===== src/rtl/uart_tx_peripheral_pkg.sv =====
// Shared definitions for the UART TX peripheral: bus mode encodings, register offsets,
// serialiser states and the baud divider clamp.
package uart_tx_peripheral_pkg;

    localparam logic [1:0] BUS_MODE_NONE  = 2'b00;
    localparam logic [1:0] BUS_MODE_READ  = 2'b01;
    localparam logic [1:0] BUS_MODE_WRITE = 2'b10;

    localparam logic [31:0] UART_DATA   = 32'h0;
    localparam logic [31:0] UART_STATUS = 32'h4;
    localparam logic [31:0] UART_BAUD   = 32'h8;
    localparam logic [31:0] UART_CTRL   = 32'hC;

    typedef enum logic [1:0] {
        TX_IDLE,
        TX_START,
        TX_DATA,
        TX_STOP
    } tx_state_e;

    // A zero divider would stall the bit counter, so it is clamped to one clock per bit.
    function automatic logic [15:0] clamp_div(input logic [15:0] div);
        return (div == 16'd0) ? 16'd1 : div;
    endfunction

endpackage


===== src/rtl/uart_tx_peripheral_sync_fifo.sv =====
// Single-clock FIFO with first-word-fall-through read data; a push to a full FIFO
// is accepted only when a pop happens in the same cycle.
module sync_fifo #(
    parameter int WIDTH = 8,
    parameter int DEPTH = 8
) (
    input  logic                     clk,
    input  logic                     reset,
    input  logic                     push,
    input  logic [WIDTH-1:0]         push_data,
    input  logic                     pop,
    output logic [WIDTH-1:0]         pop_data,
    output logic                     full,
    output logic                     empty,
    output logic [$clog2(DEPTH):0]   count
);

    localparam int AW = $clog2(DEPTH);

    logic [WIDTH-1:0] mem [DEPTH];
    logic [AW-1:0]    wr_ptr_q;
    logic [AW-1:0]    rd_ptr_q;
    logic [AW:0]      count_q;
    logic             do_push;
    logic             do_pop;

    assign empty    = (count_q == '0);
    assign full     = (count_q == (AW+1)'(DEPTH));
    assign count    = count_q;
    assign pop_data = mem[rd_ptr_q];

    assign do_pop  = pop && !empty;
    assign do_push = push && (!full || do_pop);

    always_ff @(posedge clk or negedge reset) begin
        if (!reset) begin
            wr_ptr_q <= '0;
            rd_ptr_q <= '0;
            count_q  <= '0;
        end else begin
            if (do_push) wr_ptr_q <= wr_ptr_q + 1'b1;
            if (do_pop)  rd_ptr_q <= rd_ptr_q + 1'b1;
            case ({do_push, do_pop})
                2'b10:   count_q <= count_q + 1'b1;
                2'b01:   count_q <= count_q - 1'b1;
                default: count_q <= count_q;
            endcase
        end
    end

    always_ff @(posedge clk) begin
        if (do_push) mem[wr_ptr_q] <= push_data;
    end

endmodule


===== src/rtl/uart_tx_peripheral.sv =====
// Memory-mapped 8N1 UART transmitter: bus register block, TX FIFO, baud counter and
// serialiser FSM, with a level interrupt when the FIFO has drained and the line is idle.
module uart_tx_peripheral
    import uart_tx_peripheral_pkg::*;
#(
    parameter logic [31:0] base_address = 32'h4100,
    parameter int          FIFO_DEPTH   = 8,
    parameter logic [15:0] DEFAULT_DIV  = 16'd217
) (
    input  logic        clk,
    input  logic        reset,
    output logic [31:0] data_bus_read,
    input  logic [31:0] data_bus_write,
    input  logic        data_bus_select,
    input  logic [31:0] data_bus_addr,
    input  logic [1:0]  data_bus_mode,
    output logic        uart_tx,
    output logic        tx_irq
);

    localparam int CW = $clog2(FIFO_DEPTH) + 1;

    logic          bus_wr, bus_rd;
    logic          hit_data, hit_status, hit_baud, hit_ctrl;
    logic          fifo_push, fifo_pop, fifo_full, fifo_empty;
    logic [7:0]    fifo_head;
    logic [CW-1:0] fifo_count;
    logic [15:0]   baud_q;
    logic [1:0]    ctrl_q;
    logic          overflow_q;
    logic          tx_irq_q;
    logic          busy;
    logic [31:0]   status_word;
    logic          unused_bits;

    tx_state_e     state_q, state_d;
    logic          tx_q, tx_d;
    logic [7:0]    shift_q, shift_d;
    logic [2:0]    bit_idx_q, bit_idx_d;
    logic [15:0]   div_q, div_d;
    logic [15:0]   period_q, period_d;
    logic          bit_end;
    logic          start_frame;

    assign bus_wr     = data_bus_select && (data_bus_mode == BUS_MODE_WRITE);
    assign bus_rd     = data_bus_select && (data_bus_mode == BUS_MODE_READ);
    assign hit_data   = (data_bus_addr == base_address + UART_DATA);
    assign hit_status = (data_bus_addr == base_address + UART_STATUS);
    assign hit_baud   = (data_bus_addr == base_address + UART_BAUD);
    assign hit_ctrl   = (data_bus_addr == base_address + UART_CTRL);
    assign unused_bits = ^data_bus_write[31:16];

    assign fifo_push = bus_wr && hit_data;
    assign busy      = (state_q != TX_IDLE);

    sync_fifo #(
        .WIDTH (8),
        .DEPTH (FIFO_DEPTH)
    ) u_tx_fifo (
        .clk       (clk),
        .reset     (reset),
        .push      (fifo_push),
        .push_data (data_bus_write[7:0]),
        .pop       (fifo_pop),
        .pop_data  (fifo_head),
        .full      (fifo_full),
        .empty     (fifo_empty),
        .count     (fifo_count)
    );

    always_ff @(posedge clk or negedge reset) begin
        if (!reset) begin
            baud_q     <= DEFAULT_DIV;
            ctrl_q     <= 2'b01;
            overflow_q <= 1'b0;
            tx_irq_q   <= 1'b0;
        end else begin
            if (bus_wr && hit_baud) baud_q <= clamp_div(data_bus_write[15:0]);
            if (bus_wr && hit_ctrl) ctrl_q <= data_bus_write[1:0];
            // A dropped push wins over a simultaneous clear; they cannot coincide on one bus anyway.
            if (fifo_push && fifo_full && !fifo_pop)
                overflow_q <= 1'b1;
            else if (bus_wr && hit_status && data_bus_write[3])
                overflow_q <= 1'b0;
            tx_irq_q <= ctrl_q[1] && fifo_empty && !busy;
        end
    end

    assign status_word = {24'd0, 4'(fifo_count), overflow_q, fifo_empty, fifo_full, busy};

    always_comb begin
        data_bus_read = 32'd0;
        if (bus_rd) begin
            if (hit_status)    data_bus_read = status_word;
            else if (hit_baud) data_bus_read = {16'd0, baud_q};
            else if (hit_ctrl) data_bus_read = {30'd0, ctrl_q};
        end
    end

    assign bit_end = (div_q == 16'd0);

    always_comb begin
        state_d     = state_q;
        tx_d        = tx_q;
        shift_d     = shift_q;
        bit_idx_d   = bit_idx_q;
        div_d       = div_q;
        period_d    = period_q;
        fifo_pop    = 1'b0;
        start_frame = 1'b0;
        case (state_q)
            TX_IDLE: begin
                tx_d        = 1'b1;
                start_frame = ctrl_q[0] && !fifo_empty;
            end
            TX_START: begin
                if (bit_end) begin
                    state_d   = TX_DATA;
                    tx_d      = shift_q[0];
                    bit_idx_d = 3'd0;
                    div_d     = period_q - 16'd1;
                end else begin
                    div_d = div_q - 16'd1;
                end
            end
            TX_DATA: begin
                if (bit_end) begin
                    div_d   = period_q - 16'd1;
                    shift_d = {1'b1, shift_q[7:1]};
                    if (bit_idx_q == 3'd7) begin
                        state_d = TX_STOP;
                        tx_d    = 1'b1;
                    end else begin
                        bit_idx_d = bit_idx_q + 3'd1;
                        tx_d      = shift_q[1];
                    end
                end else begin
                    div_d = div_q - 16'd1;
                end
            end
            TX_STOP: begin
                if (bit_end) begin
                    // Chain straight into the next start bit so queued frames leave no idle gap.
                    start_frame = ctrl_q[0] && !fifo_empty;
                    state_d     = TX_IDLE;
                    tx_d        = 1'b1;
                end else begin
                    div_d = div_q - 16'd1;
                end
            end
            default: begin
                state_d = TX_IDLE;
                tx_d    = 1'b1;
            end
        endcase
        if (start_frame) begin
            fifo_pop  = 1'b1;
            shift_d   = fifo_head;
            period_d  = baud_q;
            div_d     = baud_q - 16'd1;
            bit_idx_d = 3'd0;
            tx_d      = 1'b0;
            state_d   = TX_START;
        end
    end

    always_ff @(posedge clk or negedge reset) begin
        if (!reset) begin
            state_q   <= TX_IDLE;
            tx_q      <= 1'b1;
            bit_idx_q <= 3'd0;
            div_q     <= 16'd0;
        end else begin
            state_q   <= state_d;
            tx_q      <= tx_d;
            bit_idx_q <= bit_idx_d;
            div_q     <= div_d;
        end
    end

    always_ff @(posedge clk) begin
        shift_q  <= shift_d;
        period_q <= period_d;
    end

    assign uart_tx = tx_q;
    assign tx_irq  = tx_irq_q;

endmodule

===== config.mk =====
export PLATFORM = sky130hd
export DESIGN_NAME = uart_tx_peripheral
export DESIGN_NICKNAME = d
export VERILOG_FILES = /design/src/rtl/uart_tx_peripheral_pkg.sv /design/src/rtl/uart_tx_peripheral_sync_fifo.sv /design/src/rtl/uart_tx_peripheral.sv
export SDC_FILE = /design/constraint.sdc
export NUM_CORES = 1
export LEC_CHECK = 0
export BUFFER_PORTS_ARGS = -buffer_cell sky130_fd_sc_hd__buf_2
export CAP_MARGIN = 10
export CORE_MARGIN = 10
export CORE_UTILIZATION = 30
export DETAILED_ROUTE_END_ITERATION = 8
export GPL_TIMING_DRIVEN = 0
export SLEW_MARGIN = 20
export SYNTH_ARGS = -nofsm -noshare
export SYNTH_HDL_FRONTEND = slang
export SYNTH_SLANG_ARGS = --single-unit

===== constraint.sdc =====
create_clock -name clk -period 4.4 [get_ports clk]
set_clock_uncertainty 0.05 [all_clocks]
set_input_delay 0.22 -clock clk [delete_from_list [all_inputs] [get_ports clk]]
set_output_delay 0.22 -clock clk [all_outputs]
set_load 0.05 [all_outputs]

### After elaboration in Yosys (flattened, before gate mapping)

Memory sizes are Yosys's and may differ from the RTL's.
Index checks and enable logic that the tools add are counted.

* register bits: 76
* memory bits (writable): 64
* input bits: 69
* output and inout bits: 34
* logic and storage cells: 115
* memories: 1

Memories
* u_tx_fifo.mem: words 8, width 8, read ports 1, clocked after Yosys merged registers in 0, wr ports 1, RTL line uart_tx_peripheral_sync_fifo.sv:20 `logic [WIDTH-1:0] mem [DEPTH];`

* add/subtract/negate cells: 8
* eq/ne operators: 19
* muxes and demuxes: 37
* reduce and logical (&&, ||, !) cells: 37

Operators by type and width (count)
* $eq A32 B15 Y1 const B: 4
* $mux W16: 7
* $sub A16 B1 Y16 const B: 3
* $logic_not A16 Y1: 2
* $pmux W16 S2: 1
* $mux W8: 3
* $ne A3 B3 Y1 const B: 6
* $logic_and A1 B1 Y1: 14
* $mux W2: 6
* $mux W3: 4
* $mux W1: 11
* $reduce_bool A2 Y1: 5
* $add A3 B1 Y3 const B: 3
* $eq A2 B2 Y1 const B: 4
* $pmux W4 S2: 1
* $eq A2 B1 Y1 const B: 3
* $pmux W2 S3: 1
* $pmux W3 S2: 1
* $reduce_bool A3 Y1: 2
* $reduce_and A5 Y1: 1
* $add A4 B1 Y4 const B: 1
* $eq A4 B4 Y1 const B: 1
* $logic_not A1 Y1: 4
* $logic_not A4 Y1: 1
* other kinds (11): 12

### Depth between registers and ports, before layout

* depth in word-level cells: 11
* gate-level depth with buffers: 16
* depth with buffers taken out: 14

### Cells and area by module

A second synthesis with hierarchy kept.

* cell total of the unflattened synthesis: 614
* area, all modules: 7473.4 um^2

By module, submodules not included
* uart_tx_peripheral: times used 1, cells each 452, area each 4322.9 um^2, seq. area each 1780.5 um^2
* sync_fifo: times used 1, cells each 162, area each 3150.5 um^2, seq. area each 2172.1 um^2

### Least setup slack after synthesis

OpenSTA, ideal clock, no wires.

* kind: register to register
* from: register div_q[0]
* to: register u_tx_fifo.count_q[2], in the netlist u_tx_fifo.count[2]
* library setup time: 127 ps
* data arrival time: 2947 ps
* required time: 4223 ps
* setup slack: 1276 ps
* stages on the path, launching flop included: 17
* buffers on the path: 3
* clock period less this slack: 3124 ps
* cells stage by stage: dfrtp_1 > inv_1 > ha_1 > nor4b_1 > nand4_1 > o21a_1 > inv_2 > buf_2 > buf_2 > ha_1 > clkbuf_1 > xor2_1 > ha_1 > a21oi_1 > xor2_1 > nor2_1 > xor2_1

* cells in the longest elaborated chain, start to end: 9
* elaborated cells between the ends (all ways): 11
* those cells by class: eq/ne: 2; mux: 4; reduce/logical: 5

Ends and longest elaborated chain
* start, declared: RTL line uart_tx_peripheral.sv:40 `logic [15:0] div_q, div_d;`
* start signal, assigned: RTL line uart_tx_peripheral.sv:177 `div_q <= div_d;`
* $logic_not A16 Y1 *: RTL line uart_tx_peripheral.sv:100 `assign bit_end = (div_q == 16'd0);`
* $mux W1 *: RTL line uart_tx_peripheral.sv:142 `if (bit_end) begin`
* $pmux W1 S2 *: RTL line uart_tx_peripheral.sv:111 `case (state_q)`
* $mux W1 *: RTL line uart_tx_peripheral.sv:156 `if (start_frame) begin`
* $logic_and A1 B1 Y1 *: RTL line uart_tx_peripheral_sync_fifo.sv:32 `assign do_pop = pop && !empty;`
* via u_tx_fifo.do_pop: RTL line uart_tx_peripheral_sync_fifo.sv:25 `logic do_pop;`
* $logic_or A1 B1 Y1: RTL line uart_tx_peripheral_sync_fifo.sv:33 `assign do_push = push && (!full || do_pop);`
* $logic_and A1 B1 Y1: RTL line uart_tx_peripheral_sync_fifo.sv:33
* $eq A2 B1 Y1 or $eq A2 B2 Y1 (tied branches): RTL line uart_tx_peripheral_sync_fifo.sv:43 `case ({do_push, do_pop})`
* $pmux W4 S2 or $reduce_bool A2 Y1 (tied branches)
* end signal, assigned: RTL line uart_tx_peripheral_sync_fifo.sv:44 `2'b10: count_q <= count_q + 1'b1;`
* end signal, assigned: RTL line uart_tx_peripheral_sync_fifo.sv:45 `2'b01: count_q <= count_q - 1'b1;`
* end signal, assigned: RTL line uart_tx_peripheral_sync_fifo.sv:46 `default: count_q <= count_q;`
* end, declared: RTL line uart_tx_peripheral_sync_fifo.sv:23 `logic [AW:0] count_q;`

The timed path passes the listed nets; every way through them passes the cells marked *.
A chain may end at the register's enable or synchronous reset.

### Worst setup path in the final report

Same ends and word-level chain as after synthesis.

==> metrics.txt <==
run status=complete, no violations; CP max stage delay=0.47 ns; fin nets=789; post-CTS setup buffer count=0; via count=4,958; register area=0.00395 mm²; CTS Sinks=140; Power Total=0.00284 W; synthesis-to-layout area growth=20.5%; CP required=approximately 4.7 ns; Worst Tran Pin Value=0.944 ns; port bufs=slightly below 70; average wire per standard cell=16.5 µm; antenna violations before repair=0; All-Layer GR Usage=0.114; Fin Hold WS=0.0530 ns; CP max FO=11; Max stage delay cell, worst path=dfrtp_1; Antenna diodes=0; H-Tree Depth=4; dpl ws=0.501 ns; Detail Placement HPWL=12.6 mm; Iter 0 DRT Violations=327; area taken by multi-input logic gates=0.00301 mm²; Worst Hold Path Cells=2; RSZ-0062 raised after global routing=false; Skew-Pair Late Insertion Delay=0.42 ns; Synth top area share=0.366; most frequent cell after synthesis=edfxtp_1; simple-gate share of the synthesized area=0.140; startpoint class of the critical path=flip-flop; largest net degree at the start of global routing=53; clk buf depth=2; vias in the first global route=between 5,000 and 6,000; hold_buf cts=9; post-route ant nets=0; Buf/Inv on CP=5; DR vias/cell=4.79; post_cts resized=0; first-pass GRT wire length=27.9 mm; synthesized area per cell=between 10 and 15 µm²; Fmax=255 MHz; CP delay by family, top=buffers and inverters; Worst slew margin=0.369; Leakage=about 3.4 nW; VDD IR max=0.000270 V; ys flop type=edfxtp_1; arrival time at the worst endpoint=about 4.2 ns; Hold WC Path Type=in2reg; main combinational cell family by area after synthesis=simple AND/OR/NAND/NOR gates; final number of hold-violating endpoints=0; fillers=2,305; GRT overflow=0; Num CTS Buffers=17; Finished Core Util=0.369; Tcrit/Tclk final=0.892; post-synth top area cell=edfxtp_1; mapped cell area=about 0.0072 mm²; EDFF count, synth=88; setup TNS=0 ns; mux contribution to synthesized area=0.103; First-pass DRT Iterations=5; core region area=0.0236 mm²; register bit total from synthesis=140; I/O pins=approximately 100; worst reg2reg path depth=16; clock root buffer=clkbuf_16; Max Cap Violations=0; CP Capture Type=flip-flop; DRC viols=0; Mapped Cells=591; Die Ht=~180 µm; synth top area cells=edfxtp_1 (37%), dfrtp_1 (16%), mux4_2 (5.0%), xnor2_1 (2.9%), mux2_2 (2.8%); Yosys Warn Count=0; final wirelength=17.1 mm; initial core utilization=0.306; Placement Rows=between 50 and 60; critical path class=reg2reg; CP Depth=16; Die X=approximately 180 µm; final setup vio count=0; TritonCTS clock tree=done; Worst-path clk slew=0.06 ns; Final Max Slew Viols=0; final setup margin=0.473 ns; Distinct cells, synth=between 60 and 70; layout cells sized above 1=0.259; post-synthesis adder-cell area fraction=0.0277; fraction of registers with async set/reset=0.371; CP cell instances=inv_1 -> ha_1 -> nor4b_1 -> nand4_1 -> o21a_1 -> inv_2 -> buf_2 -> buf_2 -> ha_1 -> clkbuf_1 -> xor2_1 -> ha_1 -> a21oi_1 -> xor2_1 -> nor2_1 -> xor2_1; P per Cell Area=327 mW/mm²; compound-cell area share of the yosys netlist=0.0797; area of the die=0.0307 mm²; gpl congestion=0.800; Synth Area in XOR/XNOR=0.0546; Post-synth top cells=edfxtp_1 (88), dfrtp_1 (45), nand2_1 (44); fin crit period=3.93 ns; sequential area share after synthesis=0.547
==> final cells by class <==
cell class,instances,area share
inverters,18,0.00776
clock buffers,17,0.0489
clock inverters,15,0.0154
plain buffers,46,0.0312
well taps,319,0.0459
repair buffers,79,0.0512
flip-flops and latches,140,0.454
multi-input cells,402,0.346
==> kinds of logic (layout without fill, tap and decap cells) <==
group / after synthesis / count (layout)
simple gates: 189 / 189
flops: 140 / 140
compound gates: 84 / 84
buf+inv: 64 / 175
mux: 52 / 52
xor+xnor: 45 / 45
fa+ha+maj: 16 / 16
other cells: 1 / 16
==> worst reg2reg max path, stage by stage, from the launching register on <==
cell,delay (ns)
dfrtp_1,0.47
inv_1,0.16
ha_1,0.22
nor4b_1,0.24
nand4_1,0.31
o21a_1,0.31
inv_2,0.11
buf_2,0.29
buf_2,0.38
ha_1,0.21
clkbuf_1,0.27
xor2_1,0.12
ha_1,0.19
a21oi_1,0.14
xor2_1,0.15
nor2_1,0.06
xor2_1,0.14
==> through the flow <==
| stage | cells | instance area, µm² |
|---|---|---|
| after floorplan | 606 | 7280 |
| after global placement | 994 | 8020 |
| after detailed placement | 995 | 8050 |
| after CTS | 1036 | 8700 |
| after global routing | 1036 | 8700 |
| final | 1036 | 8700 |
==> cell usage in the layout, fill, tap and decap left out, types with 5 or more instances in the layout <==
master / synthesis / layout
nand2_1: 44 / 44
or4_1: 6 / 6
mux4_2: 16 / 16
dfrtp_1: 45 / 45
dfstp_2: 7 / 7
nor4b_1: 5 / 5
dlygate4sd3_1: 0 / 9
a21oi_1: 12 / 12
buf_2: 7 / 75
edfxtp_1: 88 / 88
buf_4: 17 / 19
a22oi_1: 10 / 10
nor4_1: 24 / 24
xor2_1: 21 / 21
xnor2_1: 24 / 24
and2_1: 8 / 8
mux2_2: 18 / 18
nor3_1: 15 / 13
inv_1: 17 / 17
clkbuf_16: 0 / 17
nor2_1: 43 / 43
o21ai_0: 28 / 27
mux2i_1: 18 / 18
nand3_1: 5 / 5
o211ai_1: 6 / 6
conb_1: 1 / 16
ha_1: 16 / 16
clkbuf_1: 15 / 15
nand2b_1: 6 / 6
==> final timing paths <==
| kind | slack (ns) | startpoint | end |
|---|---|---|---|
| max | 0.47 | div_q[0] | u_tx_fifo.count[2] |
| min | 0.05 | data_bus_write[14] | baud_q[14] |
| max reg2reg | 0.47 | div_q[0] | u_tx_fifo.count[2] |
| min reg2reg | 0.45 | bit_idx_q[2] | bit_idx_q[2] |
| max in group asynchronous | 3.46 | reset | baud_q[2] |
| min in group asynchronous | 0.36 | reset | div_q[13] |
==> sequential cells by signal, indices dropped and copies added, names as in the netlist <==
signal / count
u_tx_fifo.mem: 64
baud_q: 16
div_q: 16
period_q: 16
shift_q: 8
u_tx_fifo.count: 4
bit_idx_q: 3
u_tx_fifo.rd_ptr_q: 3
u_tx_fifo.wr_ptr_q: 3
ctrl_q: 2
state_q: 2
overflow_q: 1
tx_irq: 1
uart_tx: 1
==> where the power goes <==
| group | leakage [nW] | internal [W] | switching, W |
|---|---|---|---|
| Combinational | 1.71 | 0.0000352 | 0.0000690 |
| Clock | 0.267 | 0.000741 | 0.000603 |
| Sequential | 1.44 | 0.00140 | 0.000000000000805 |
==> per-layer routing <==
layer  global-route usage  up-vias  wire (µm)
li1                     -     2409          -
met3               0.0248       18        831
met2                0.185      123       8070
met1                0.147     2408       8010
met4               0.0399        0        229
met5                    0        -          0
Power figures use the tool's default switching activity.
